===== src/rtl/pipe_hazard_ctrl.sv =====
// Pipeline control for the 5-stage WISC core: hazard stalls, branch flush,
// SIIC/RTI redirect with EPC, and the HALT drain sequence.
module pipe_hazard_ctrl #(
    parameter bit          FWD_EN    = 1'b1,
    parameter int unsigned DRAIN_CYC = 3,
    parameter logic [15:0] EXC_VEC   = 16'h0002
) (
    input  logic        clk,
    input  logic        rst,
    input  logic        id_valid,
    input  logic [2:0]  id_rs,
    input  logic [2:0]  id_rt,
    input  logic        id_rs_use,
    input  logic        id_rt_use,
    input  logic        id_halt,
    input  logic        id_siic,
    input  logic        id_rti,
    input  logic [15:0] id_pc_inc,
    input  logic        ex_reg_wrt,
    input  logic        mem_reg_wrt,
    input  logic        wb_reg_wrt,
    input  logic [2:0]  ex_wr_reg,
    input  logic [2:0]  mem_wr_reg,
    input  logic [2:0]  wb_wr_reg,
    input  logic        ex_fwd,
    input  logic        br_taken,
    input  logic        imem_stall,
    input  logic        dmem_stall,
    output logic        pc_stall,
    output logic        ifid_stall,
    output logic        idex_stall,
    output logic        exmem_stall,
    output logic        memwb_stall,
    output logic        ifid_flush,
    output logic        idex_bubble,
    output logic        pc_redirect,
    output logic [15:0] pc_target,
    output logic [15:0] epc,
    output logic        halted,
    output logic        err
);

    localparam int unsigned CW = (DRAIN_CYC < 2) ? 1 : $clog2(DRAIN_CYC + 1);

    localparam logic [1:0] S_RUN    = 2'd0;
    localparam logic [1:0] S_DRAIN  = 2'd1;
    localparam logic [1:0] S_HALTED = 2'd2;

    logic [1:0]    state_q, state_d;
    logic [CW-1:0] cnt_q, cnt_d;
    logic [15:0]   epc_q, epc_d;
    logic          in_exc_q, in_exc_d;
    logic          err_q, err_d;

    logic [4:0]    stall;
    logic          hit_ex, hit_mem, hit_wb, hazard;

    function automatic logic src_hit(input logic wrt, input logic [2:0] dst);
        return wrt && ((id_rs_use && (id_rs == dst)) || (id_rt_use && (id_rt == dst)));
    endfunction

    assign hit_ex  = src_hit(ex_reg_wrt, ex_wr_reg);
    assign hit_mem = src_hit(mem_reg_wrt, mem_wr_reg);
    assign hit_wb  = src_hit(wb_reg_wrt, wb_wr_reg);
    // With forwarding only a non-forwardable EX result (load) blocks decode.
    assign hazard  = id_valid && (FWD_EN ? (hit_ex && !ex_fwd) : (hit_ex || hit_mem || hit_wb));

    always_comb begin
        state_d     = state_q;
        cnt_d       = cnt_q;
        epc_d       = epc_q;
        in_exc_d    = in_exc_q;
        err_d       = err_q;
        stall       = '0;
        ifid_flush  = 1'b0;
        idex_bubble = 1'b0;
        pc_redirect = 1'b0;
        pc_target   = '0;
        if (!rst) begin
            case (state_q)
                S_RUN: begin
                    if (dmem_stall) begin
                        stall = '1;
                    end else if (br_taken) begin
                        pc_redirect = 1'b1;
                        ifid_flush  = 1'b1;
                        idex_bubble = 1'b1;
                    end else if (hazard) begin
                        stall       = 5'b11000;
                        idex_bubble = 1'b1;
                    end else if (id_valid && id_siic) begin
                        if (in_exc_q) begin
                            err_d = 1'b1;
                        end else begin
                            epc_d       = id_pc_inc;
                            in_exc_d    = 1'b1;
                            pc_redirect = 1'b1;
                            pc_target   = EXC_VEC;
                            ifid_flush  = 1'b1;
                        end
                    end else if (id_valid && id_rti) begin
                        if (!in_exc_q) begin
                            err_d = 1'b1;
                        end else begin
                            in_exc_d    = 1'b0;
                            pc_redirect = 1'b1;
                            pc_target   = epc_q;
                            ifid_flush  = 1'b1;
                        end
                    end else if (id_valid && id_halt) begin
                        state_d    = S_DRAIN;
                        cnt_d      = CW'(DRAIN_CYC);
                        stall      = 5'b10000;
                        ifid_flush = 1'b1;
                    end else if (imem_stall) begin
                        stall      = 5'b10000;
                        ifid_flush = 1'b1;
                    end
                end
                S_DRAIN: begin
                    if (dmem_stall) begin
                        stall = '1;
                    end else begin
                        stall       = 5'b10000;
                        ifid_flush  = 1'b1;
                        idex_bubble = 1'b1;
                        cnt_d       = cnt_q - CW'(1);
                        if (cnt_q == CW'(1)) state_d = S_HALTED;
                    end
                end
                default: stall = '1;
            endcase
        end
    end

    always_ff @(posedge clk or posedge rst) begin
        if (rst) begin
            state_q  <= S_RUN;
            cnt_q    <= '0;
            epc_q    <= '0;
            in_exc_q <= 1'b0;
            err_q    <= 1'b0;
        end else begin
            state_q  <= state_d;
            cnt_q    <= cnt_d;
            epc_q    <= epc_d;
            in_exc_q <= in_exc_d;
            err_q    <= err_d;
        end
    end

    assign {pc_stall, ifid_stall, idex_stall, exmem_stall, memwb_stall} = stall;
    assign epc    = epc_q;
    assign halted = (state_q == S_HALTED);
    assign err    = err_q;

endmodule

===== config.mk =====
export PLATFORM = sky130hd
export DESIGN_NAME = pipe_hazard_ctrl
export DESIGN_NICKNAME = d
export VERILOG_FILES = /design/src/rtl/pipe_hazard_ctrl.sv
export SDC_FILE = /design/constraint.sdc
export NUM_CORES = 1
export LEC_CHECK = 0
export ABC_AREA = 0
export BUFFER_PORTS_ARGS = -buffer_cell sky130_fd_sc_hd__buf_2
export CAP_MARGIN = 10
export CORE_UTILIZATION = 42
export CTS_CLUSTER_DIAMETER = 120
export CTS_CLUSTER_SIZE = 20
export DETAILED_ROUTE_END_ITERATION = 8
export GPL_TIMING_DRIVEN = 0
export PLACE_DENSITY = 0.8
export SETUP_SLACK_MARGIN = 0.15
export SYNTH_ARGS = -nofsm -noshare
export SYNTH_HDL_FRONTEND = slang
export SYNTH_SLANG_ARGS = --single-unit

===== constraint.sdc =====
create_clock -name clk -period 1.89 [get_ports clk]
set_input_delay 0 -clock clk [delete_from_list [all_inputs] [get_ports clk]]
set_output_delay 0 -clock clk [all_outputs]
set_load 0.005 [all_outputs]

Yosys cells after proc, flatten, opt, wreduce, memory -nomap -nowiden
Cells that the tools add are included.
{ "word_totals": {"in_bits": 46, "register_bits": 22, "output_inout_bits": 42} }
{ "classes": {"n_eq_ne": 15, "addsub": 1, "n_bitwise": 5, "mux": 66, "reduce_logical": 18} }
{ "ops": {"columns": ["cell", "n"], "rows": [
  ["$mux 16", 8],
  ["$mux 5", 8],
  ["$mux 2", 16],
  ["$mux 1", 28],
  ["$ne 2x2->1 const B", 9],
  ["$pmux 5 s2", 1],
  ["$reduce_and 10->1", 1],
  ["$reduce_and 9->1", 1],
  ["$logic_and 1x1->1", 8],
  ["$pmux 2 s2", 2],
  ["$reduce_and 8->1", 1],
  ["$reduce_and 7->1", 1],
  ["$eq 3x3->1", 2],
  ["$reduce_and 6->1", 1],
  ["$not 1->1", 5],
  ["$eq 2x1->1 const B", 2],
  ["$mux 4", 1],
  ["$pmux 1 s2", 2],
  ["$reduce_bool 2->1", 2],
  ["$eq 2x2->1 const B", 1],
  ["$logic_not 2->1", 1],
  ["$ne 2x1->1 const B", 1],
  ["$sub 2x1->2 const B", 1],
  ["$logic_not 1->1", 1],
  ["$logic_or 1x1->1", 1]
]} }

Depth between registers and ports, before layout
Gate-level depths: netlist of run 1.
{ "logic_depth": {"depth_word": 11, "depth_mapped": 6, "ltp_nobuf": 5} }

Worst setup path after synthesis of run 1
No wires, ideal clock.
{ "synth_timing": {"path_kind": "register -> register", "startpoint": "register state_q[1]", "endpoint": "register epc_q[0] (netlist: epc[0])", "required_ns": 1.765, "stages_incl_launch_ff": 7, "t_arrival_ns": 1.620, "setup_time_ns": 0.125, "slack_ns": 0.145, "cell_sequence": "dfrtp_1 -> buf_2 -> nor2_4 -> nand4b_1 -> nor3_4 -> buf_6 -> mux2_4"} }
{ "synth_via": {"elab_chain_len": 2} }
{ "synth_rtl": {"columns": ["element", "line", "rtl"], "rows": [
  ["start: declaration", "49", "logic [1:0] state_q, state_d;"],
  ["start signal: assignment", "144", "state_q <= state_d;"],
  ["$logic_not 2->1", "80", "case (state_q)"],
  ["$reduce_and 7->1 (no source line)", null, null],
  ["end signal: assignment", "146", "epc_q <= epc_d;"],
  ["end: declaration", "51", "logic [15:0] epc_q, epc_d;"]
]} }
No other way between the ends.
A chain may end at the register's enable or synchronous reset.

Worst setup path in the final report of run 1
{ "layout_timing": {"startpoint": "register state_q[1]", "endpoint": "output port pc_target[0]"} }
{ "layout_via": {"elab_chain_len": 3} }
{ "layout_rtl": {"columns": ["element", "line", "rtl"], "rows": [
  ["$logic_not 2->1", "80", null],
  ["$mux 16", "80", null],
  ["$mux 16", "79", "if (!rst) begin"],
  ["end: declaration", "37", "output logic [15:0] pc_target,"]
]} }
No other way between the ends.

==> flow_metrics.env, run 1 <==
export IMPL_min_period_ps=1840
export IMPL_synth_top_area_share=0.409
export IMPL_dp_hpwl_um=2420
export IMPL_synth_fp_nets=177
export IMPL_synth_area_top_cells="dfrtp_1 (41%), mux2_4 (11%), and2_1 (7.4%)"
export IMPL_fin_crit_sh=0.976
export IMPL_rsz0062_at_grt="yes"
export IMPL_timing_rr_start="state_q[1]$_DFFE_PP0P_"
export IMPL_n_antenna_cell=0
export IMPL_grt_max_degree=23
export IMPL_worstSetupPathType="register to output port"
export IMPL_dieHeight_um=58.6
export IMPL_cpPeakStageDelay_ps=390
export IMPL_htreeDepth=1
export IMPL_cts_path_max_buffers=2
export IMPL_syn_area_per_cell_sq_um=10.3
export IMPL_areaGrowthSynthToFinish_pct=62.7
export IMPL_drc_errors=0
export IMPL_antenna_left=0
export IMPL_path_cells="buf_6, nor2_4, nand4b_1, buf_4, nor3_4, buf_4, and2_1, buf_2"
export IMPL_root_buffer="clkbuf_4"
export IMPL_drt_iter0_drc=86
export IMPL_endpoint_kind="output port"
export IMPL_reg2reg_depth=7
export IMPL_status="completed"
export IMPL_setup_viol=0
export IMPL_stdcell_area_sq_um=2190
export IMPL_start_util=0.441
export IMPL_vdd_ir_drop_worst_uv=477
export IMPL_clock_sinks=22
export IMPL_cts_clk_slew_worst_paths_ps=130
export IMPL_clock_skew_ps=8.33
export IMPL_dieArea_sq_um=3430
export IMPL_num_fill_cells=231
export IMPL_clk_latency_ps=310
export IMPL_synth_seq_cells=22
export IMPL_cts_tree="built"
export IMPL_yosysWarnings=0
export IMPL_avgViaCountPerCell=4.79
export IMPL_grt_pass1_wl_um=5870
export IMPL_synth_most_common_cell="dfrtp_1"
export IMPL_r2r_slack_ps=90
export IMPL_ys_seq_area_frac=0.409
export IMPL_synth_edf_count=0
export IMPL_final_net_count=286
export IMPL_wl_um=3690
export IMPL_grt_pass1_vias=1303
export IMPL_place_gp_congestion=0.863
export IMPL_cap_violations=0
export IMPL_core_area_sq_um=3050
export IMPL_rr_endpoint="epc[2]$_DFFE_PP0P_"
export IMPL_crit_buf_inv=4
export IMPL_multi_input_area_sq_um=791
export IMPL_path_common_cell="buf_4"
export IMPL_synthArstFlopShare=1.00
export IMPL_synth_cell_types=38
export IMPL_min_from="dmem_stall"
export IMPL_utilization=0.717
export IMPL_cts_buffers=3
export IMPL_hold_violations=0
export IMPL_tightest_slew_ps=988
export IMPL_crit_fanout=5
export IMPL_power_density_nw_per_um2=847
export IMPL_finalMaxSlewViolations=0
export IMPL_hold_end="state_q[1]$_DFFE_PP0P_"
export IMPL_p_leak_nw=1.13
export IMPL_final_layout_size_suffix_gt1_frac=0.525
export IMPL_synth_ff_type="dfrtp_1"
export IMPL_preCtsSetupSlack_ps=-80.9
export IMPL_synth_common_cells="dfrtp_1 (22), and2_1 (16), mux2_4 (10), nor2_1 (10)"
export IMPL_finalNonFillerCells=282
export IMPL_grt_usage=0.227
export IMPL_cpMaxStageDelayCell="dfrtp_1"
export IMPL_hold_path_class="input port to register"
export IMPL_placed_cell_area_sq_um=1800
export IMPL_firstDrtPassIters=5
export IMPL_die_width_um=58.6
export IMPL_grt_ovfl_total=0
export IMPL_startpoint_type="register"
export IMPL_min_path_cells=4
export IMPL_vias=1350
export IMPL_wl_per_cell_um=13.1
export IMPL_worst_path_dominant_cell_family="buffers and inverters"
export IMPL_cp_required_ps=1890
export IMPL_max_freq_mhz=542
export IMPL_critPathArrivalTime_ps=1840
export IMPL_port_buffers=78
export IMPL_pin_count=88
export IMPL_seqCellArea_sq_um=551
export IMPL_antenna_found_initial=0
export IMPL_syn_inst=130
export IMPL_worst_slack_ps=46.3
export IMPL_dp_cells=252
export IMPL_netlist_area_sq_um=1350
export IMPL_relSlewSlack=0.339
export IMPL_post_synth_top_area_cell="dfrtp_1"
export IMPL_row_count=20
worst register-to-register path, cell delays in order (launching register included):
cell and delay (ps):
dfrtp_1 390, buf_6 120, nor2_4 100, nand4b_1 150, buf_4 190, nor3_4 250
buf_6 190, mux2_4 300
metrics by stage:
step	total power [mW]	hold slack, ps	TNS [ps]
5_1_grt	1.98	77.7	-390
3_3_place_gp	1.38	230	-782
3_5_place_dp	1.40	236	-1290
6_report	1.85	75.2	0
4_1_cts	1.83	55.8	0
2_1_floorplan	1.14	-2.47	0
final cells by class:
cell class,count,area share
multi-input combinational,95,0.361
timing repair buffer,104,0.300
inverter,5,0.00858
clock buffer,3,0.0103
buffer,8,0.0297
tap,44,0.0252
sequential,22,0.252
clock inverter,1,0.0137
where the power goes:
part | total, mW | internal [mW] | switching [mW]
Combinational | 0.747 | 0.437 | 0.310
Sequential | 0.748 | 0.624 | 0.124
Clock | 0.359 | 0.214 | 0.145
worst max-delay path by stage:
stage / end / startpoint / depth (start not counted) / slack (ps)
6_report: pc_target[0] / state_q[1]$_DFFE_PP0P_ / 8 / 50
5_1_grt: pc_target[0] / state_q[1]$_DFFE_PP0P_ / 8 / -60
4_1_cts: epc[0]$_DFFE_PP0P_ / state_q[1]$_DFFE_PP0P_ / 7 / 100
3_5_place_dp: epc[7]$_DFFE_PP0P_ / state_q[1]$_DFFE_PP0P_ / 6 / -80
3_3_place_gp: epc[7]$_DFFE_PP0P_ / state_q[1]$_DFFE_PP0P_ / 6 / -70
2_1_floorplan: epc[0]$_DFFE_PP0P_ / state_q[1]$_DFFE_PP0P_ / 6 / 160
cells by family after synthesis:
logic type | Yosys count | synth area share
mux | 16 | 0.162
buf+inv | 13 | 0.0493
simple gates | 51 | 0.220
flops | 22 | 0.409
fa+ha+maj | 1 | 0.00930
xor+xnor | 6 | 0.0391
compound gates | 21 | 0.112
per-layer routing:
layer  vias to the layer above  wire length, um  track usage
met5                         -                0            0
met4                         0               19       0.0612
met3                         2              204       0.0330
met2                        58             1830        0.391
met1                       621             1630        0.301
li1                        669                -            -
timing repair:
item                                   CTS  global route
buffers inserted                         8             0
endpoints found under the hold margin   38             0
resized for setup                       12            15
pin swaps                                3             3
cloned                                   1             0
hold buffers                            17             0
setup endpoints to repair               31            33
cells in the final DEF, fill, tap and decap left out, types with 2 or more instances in the layout:
cell / count
o21ai_0: 5
nor2_4: 2
nand4_1: 2
clkbuf_1: 2
and2_4: 3
and2_1: 13
nand2b_1: 3
inv_1: 5
nand3_1: 2
buf_4: 7
xnor2_1: 6
buf_2: 77
a31oi_1: 2
nor3_4: 3
nand2_1: 5
nor3_1: 4
dlygate4sd3_1: 17
a21oi_1: 2
nor2_1: 8
a211oi_1: 2
buf_6: 8
clkbuf_4: 3
dfrtp_1: 22
mux2_4: 16
a21o_1: 2
flip-flops by register name, indices dropped and copies added (netlist names):
register,count
epc,16
cnt_q,2
state_q,2
err,1
in_exc_q,1
No activity file was read; power rests on OpenSTA's default activity.
==> run 2: changes to the inputs <==
--- a/config.mk
+++ b/config.mk
@@ -8,6 +8,7 @@
 export ABC_AREA = 0
 export BUFFER_PORTS_ARGS = -buffer_cell sky130_fd_sc_hd__buf_2
 export CAP_MARGIN = 10
+export CORE_ASPECT_RATIO = 1.4
 export CORE_UTILIZATION = 42
 export CTS_CLUSTER_DIAMETER = 120
 export CTS_CLUSTER_SIZE = 20
==> flow_metrics.env, run 2 (synthesized netlist as in run 1, its figures left out) <==
export IMPL_status="completed"
export IMPL_cts_path_max_buffers=2
export IMPL_wl_um=3580
export IMPL_final_cell_mix="buf_2 (79), dfrtp_1 (22), dlygate4sd3_1 (17)"
export IMPL_p_leak_nw=1.13
export IMPL_hold_path_class="input port to register"
export IMPL_endpoint_kind="register"
export IMPL_core_area_sq_um=2960
export IMPL_rsz0062_at_grt="yes"
export IMPL_max_freq_mhz=581
export IMPL_worstSetupPathType="register to register"
export IMPL_vias=1379
export IMPL_drt_iter0_drc=9
export IMPL_drc_errors=0
export IMPL_cts_tree="built"
export IMPL_min_period_ps=1720
export IMPL_cts_buffers=3
export IMPL_pin_count=88
export IMPL_grt_usage=0.214
export IMPL_firstDrtPassIters=4
export IMPL_grt_max_degree=23
export IMPL_dp_cells=245
export IMPL_r2r_slack_ps=170
export IMPL_row_count=23
export IMPL_grt_pass1_wl_um=5560
export IMPL_utilization=0.724
export IMPL_setup_viol=0
export IMPL_layout_commonest_cell="buf_2"
export IMPL_clk_latency_ps=260
export IMPL_cap_violations=0
export IMPL_tightest_slew_ps=961
export IMPL_wl_per_cell_um=12.9
export IMPL_antenna_left=0
export IMPL_grt_pass1_vias=1302
export IMPL_dieArea_sq_um=3440
export IMPL_vdd_ir_drop_worst_uv=594
export IMPL_finalNonFillerCells=277
export IMPL_grt_ovfl_total=0
export IMPL_dieHeight_um=69.0
export IMPL_rr_endpoint="epc[10]$_DFFE_PP0P_"
export IMPL_relSlewSlack=0.357
export IMPL_startpoint="state_q[1]$_DFFE_PP0P_"
export IMPL_setup_tns_ps=0
export IMPL_antenna_found_initial=0
export IMPL_root_buffer="clkbuf_8"
export IMPL_startpoint_type="register"
export IMPL_start_util=0.454
export IMPL_fin_crit_sh=0.911
export IMPL_dp_hpwl_um=2390
export IMPL_clock_sinks=22
export IMPL_avgViaCountPerCell=4.98
export IMPL_power_density_nw_per_um2=845
export IMPL_htreeDepth=1
export IMPL_timing_rr_start="state_q[1]$_DFFE_PP0P_"
export IMPL_crit_fanout=5
export IMPL_largest_reg_flops=16
export IMPL_n_antenna_cell=0
export IMPL_final_net_count=288
export IMPL_die_width_um=49.8
export IMPL_reg2reg_depth=8
export IMPL_areaGrowthSynthToFinish_pct=59.6
export IMPL_final_layout_size_suffix_gt1_frac=0.504
export IMPL_hold_violations=0
export IMPL_crit_end="epc[10]$_DFFE_PP0P_"
export IMPL_critPathArrivalTime_ps=1870
export IMPL_place_gp_congestion=0.835
export IMPL_p_total_mw=1.81
export IMPL_port_buffers=78
export IMPL_cp_required_ps=2040
export IMPL_cts_clk_slew_worst_paths_ps=80
export IMPL_finalMaxSlewViolations=0
export IMPL_clock_skew_ps=1.99
==> run 2: stage by stage <==
stage / instance area, sq um / worst slack (ps) / hold WS, ps
2_1_floorplan: 1350 / 161 / -2.47
3_3_place_gp: 1790 / -63.8 / 231
4_1_cts: 2070 / 157 / 125
5_1_grt: 2150 / 97.4 / 158
6_report: 2150 / 167 / 128
3_5_place_dp: 1790 / -55.9 / 235
==> run 2: what timing repair did <==
action / in CTS / in global routing
setup endpoints to repair: 31 / 32
hold buffers: 17 / 0
setup buffers: 5 / 5
pin swaps: 2 / 1
gates cloned: 0 / 1
hold endpoints to repair: 38 / 0
gates resized for setup: 4 / 11
==> run 2: final cells by class <==
class | count | area (sq um)
Sequential cell | 22 | 551
Buffer | 8 | 65.1
Multi-Input combinational cell | 95 | 761
Inverter | 5 | 18.8
Tap cell | 37 | 46.3
Timing Repair Buffer | 106 | 651
Clock buffer | 4 | 55.1
Fill cell | 217 | 817
==> run 2: per-layer routing <==
metal,global-route usage,up-vias,part of all wire
met5,0,-,0
met4,0.0786,0,0.012
met3,0.0395,5,0.072
met2,0.405,68,0.53
met1,0.239,631,0.39
li1,-,675,-
==> run 2: power by group <==
group          switching [mW]  internal, mW  total, mW
combinational           0.292         0.440      0.732
sequential              0.121         0.625      0.746
clock                   0.149         0.186      0.335
total                   0.562          1.25       1.81
==> run 2: worst max-delay path: stages (launching register included) <==
cell      delay (ps)
dfrtp_1          380
buf_6            130
nor2_4            90
nand4b_1         120
buf_6            160
nor3_4           150
buf_4            150
buf_6            120
mux2_4           300
==> run 2: worst min path at each step <==
| stage | end | cells after the start | from |
|---|---|---|---|
| final | state_q[1]$_DFFE_PP0P_ | 4 | dmem_stall |
| after global routing | state_q[1]$_DFFE_PP0P_ | 4 | rst |
| after CTS | state_q[1]$_DFFE_PP0P_ | 4 | dmem_stall |
| after detailed placement | epc[4]$_DFFE_PP0P_ | 2 | id_pc_inc[4] |
| after global placement | epc[9]$_DFFE_PP0P_ | 2 | id_pc_inc[9] |
| after floorplan | cnt_q[0]$_DFFE_PP0P_ | 1 | rst |
==> run 3: changes to the inputs <==
--- a/config.mk
+++ b/config.mk
@@ -5,16 +5,16 @@
 export SDC_FILE = /design/constraint.sdc
 export NUM_CORES = 1
 export LEC_CHECK = 0
-export ABC_AREA = 0
+export ABC_AREA = 1
 export BUFFER_PORTS_ARGS = -buffer_cell sky130_fd_sc_hd__buf_2
 export CAP_MARGIN = 10
 export CORE_ASPECT_RATIO = 1.4
-export CORE_UTILIZATION = 42
+export CORE_UTILIZATION = 43
 export CTS_CLUSTER_DIAMETER = 120
 export CTS_CLUSTER_SIZE = 20
 export DETAILED_ROUTE_END_ITERATION = 8
 export GPL_TIMING_DRIVEN = 0
-export PLACE_DENSITY = 0.8
+export PLACE_DENSITY = 0.79
 export SETUP_SLACK_MARGIN = 0.15
 export SYNTH_ARGS = -nofsm -noshare
 export SYNTH_HDL_FRONTEND = slang
==> constraint.sdc (replaced) <==
create_clock -name clk -period 1.9 [get_ports clk]
set_input_delay 0 -clock clk [delete_from_list [all_inputs] [get_ports clk]]
set_output_delay 0 -clock clk [all_outputs]
set_load 0.005 [all_outputs]
==> flow_metrics.env, run 3 <==
export IMPL_cpPeakStageDelay_ps=420
export IMPL_worstSetupPathType="register to register"
export IMPL_layout_commonest_cell="nand2_1"
export IMPL_ys_seq_area_frac=0.369
export IMPL_startpoint_type="register"
export IMPL_vdd_ir_drop_worst_uv=214
export IMPL_dieArea_sq_um=3710
export IMPL_utilization=0.702
export IMPL_hold_violations=1
export IMPL_synth_cell_types=21
export IMPL_synth_top_area_share=0.369
export IMPL_clk_latency_ps=260
export IMPL_crit_fanout=5
export IMPL_cts_tree="built"
export IMPL_antenna_found_initial=0
export IMPL_drt_iter0_drc=49
export IMPL_grt_pass1_vias=1635
export IMPL_rsz0062_at_grt="no"
export IMPL_core_area_sq_um=3210
export IMPL_grt_pass1_wl_um=6840
export IMPL_port_buffers=79
export IMPL_die_width_um=51.8
export IMPL_synth_fp_nets=273
export IMPL_cts_buffers=3
export IMPL_grt_usage=0.240
export IMPL_p_total_mw=0.890
export IMPL_synth_ff_type="dfrtp_1"
export IMPL_max_freq_mhz=577
export IMPL_min_period_ps=1730
export IMPL_areaGrowthSynthToFinish_pct=51.3
export IMPL_dp_hpwl_um=3080
export IMPL_syn_inst=226
export IMPL_power_density_nw_per_um2=394
export IMPL_fin_crit_sh=0.912
export IMPL_synth_seq_cells=22
export IMPL_netlist_area_sq_um=1490
export IMPL_wl_um=4440
export IMPL_setup_viol=0
export IMPL_clock_sinks=22
export IMPL_path_cells="nor2_4, nand2_4, nor3_4, buf_6, nand2_4, nor2_8, nand2_8, clkbuf_16, nand2_1, nand2_1"
export IMPL_synth_edf_count=0
export IMPL_cpMaxStageDelayCell="dfrtp_1"
export IMPL_p_leak_nw=1.35
export IMPL_hold_path_class="input port to async pin"
export IMPL_grt_max_degree=26
export IMPL_final_layout_size_suffix_gt1_frac=0.334
export IMPL_relSlewSlack=0.397
export IMPL_post_synth_top_area_cell="dfrtp_1"
export IMPL_setup_tns_ps=0
export IMPL_cts_clk_slew_worst_paths_ps=70
export IMPL_cp_required_ps=2050
export IMPL_cts_path_max_buffers=2
export IMPL_final_net_count=381
export IMPL_wl_per_cell_um=12.0
export IMPL_place_gp_congestion=0.818
export IMPL_critPathArrivalTime_ps=1880
export IMPL_status="finished, violations left"
export IMPL_grt_ovfl_total=0
export IMPL_drc_errors=0
export IMPL_final_cell_mix="nand2_1 (94), buf_2 (79), nor2_1 (31)"
export IMPL_tightest_slew_ps=903
export IMPL_finalMaxSlewViolations=0
export IMPL_cap_violations=0
export IMPL_avgViaCountPerCell=4.96
export IMPL_pin_count=88
export IMPL_dieHeight_um=71.7
export IMPL_yosysWarnings=0
export IMPL_start_util=0.464
export IMPL_largest_reg_flops=16
export IMPL_row_count=24
export IMPL_vias=1839
export IMPL_synthArstFlopShare=1.00
export IMPL_root_buffer="clkbuf_8"
export IMPL_syn_area_per_cell_sq_um=6.60
export IMPL_clock_skew_ps=2.45
export IMPL_finalHoldWorstSlack_ps=-0.638
export IMPL_htreeDepth=1
export IMPL_synth_common_cells="nand2_1 (94), nor2_1 (31), nand3_1 (28), dfrtp_1 (22), inv_1 (22)"
export IMPL_firstDrtPassIters=4
export IMPL_synth_area_top_cells="dfrtp_1 (37%), nand2_1 (24%), nand3_1 (9.4%)"
export IMPL_violations="hold timing"
export IMPL_n_antenna_cell=0
export IMPL_endpoint_kind="register"
export IMPL_antenna_left=0
export IMPL_synth_most_common_cell="nand2_1"
## run 3: power breakdown
group          internal, mW  total, mW  leakage, nW  switching (mW)
clock network         0.141      0.282       0.0216           0.140
registers             0.468      0.468        0.295               0
logic                0.0689      0.140         1.03          0.0715
## run 3: worst paths after layout
kind                                     endpoint  depth (start not counted)                    from  slack, ps
max                            epc[2]$_DFFE_PP0P_                         10  state_q[1]$_DFFE_PP0P_        170
min                          cnt_q[1]$_DFFE_PP0P_                          2                     rst       -0.6
max reg2reg                    epc[2]$_DFFE_PP0P_                         10  state_q[1]$_DFFE_PP0P_        170
min reg2reg                       err$_DFFE_PP0P_                          2         err$_DFFE_PP0P_        470
max in group asynchronous  state_q[0]$_DFFE_PP0P_                          2                     rst       1290
min in group clk              epc[13]$_DFFE_PP0P_                          3           id_pc_inc[13]          0
## run 3: cell type report
| class | instances | area (sq um) |
|---|---|---|
| Clock buffer | 3 | 41.3 |
| Fill cell | 287 | 956 |
| Sequential cell | 22 | 552 |
| Buffer | 8 | 85.1 |
| Inverter | 22 | 82.6 |
| Tap cell | 39 | 48.8 |
| Multi-Input combinational cell | 174 | 803 |
| Timing Repair Buffer | 103 | 644 |
## run 3: repair_timing
action                                  CTS  global route
hold endpoints to repair                 13             1
hold buffers                             13             1
gates cloned                              0             1
endpoints found under the setup margin   11            20
pin swaps                                 1             4
gates resized for setup                   2             8
buffers inserted                          3             6
## run 3: metal layers
metal,global-route usage,wire length (um),vias to the layer above
met2,0.466,2500,74
li1,-,-,907
met1,0.254,1640,852
met4,0.0811,67,0
met5,0,0,-
met3,0.0297,232,6
## run 3: logic make-up after synthesis
family          count (synthesis)  synth area share
compound gates                  8            0.0277
xor+xnor                        1           0.00587
fa+ha+maj                       1           0.00839
buf+inv                        30             0.107
flops                          22             0.369
simple gates                  164             0.482
## run 3: worst max-delay path: cells and delay by family (launching register included)
family        cells  cell delay (ps)
buf+inv           2              330
flops             1              420
simple gates      8              860
## run 3: stage by stage
step,cell area (sq um),setup slack [ps],cells,hold slack (ps)
5_1_grt,2260,116,371,2.47
6_report,2260,168,371,-0.638
3_5_place_dp,1940,190,344,240
3_3_place_gp,1940,202,344,231
2_1_floorplan,1490,373,226,14.6
4_1_cts,2130,163,363,3.67
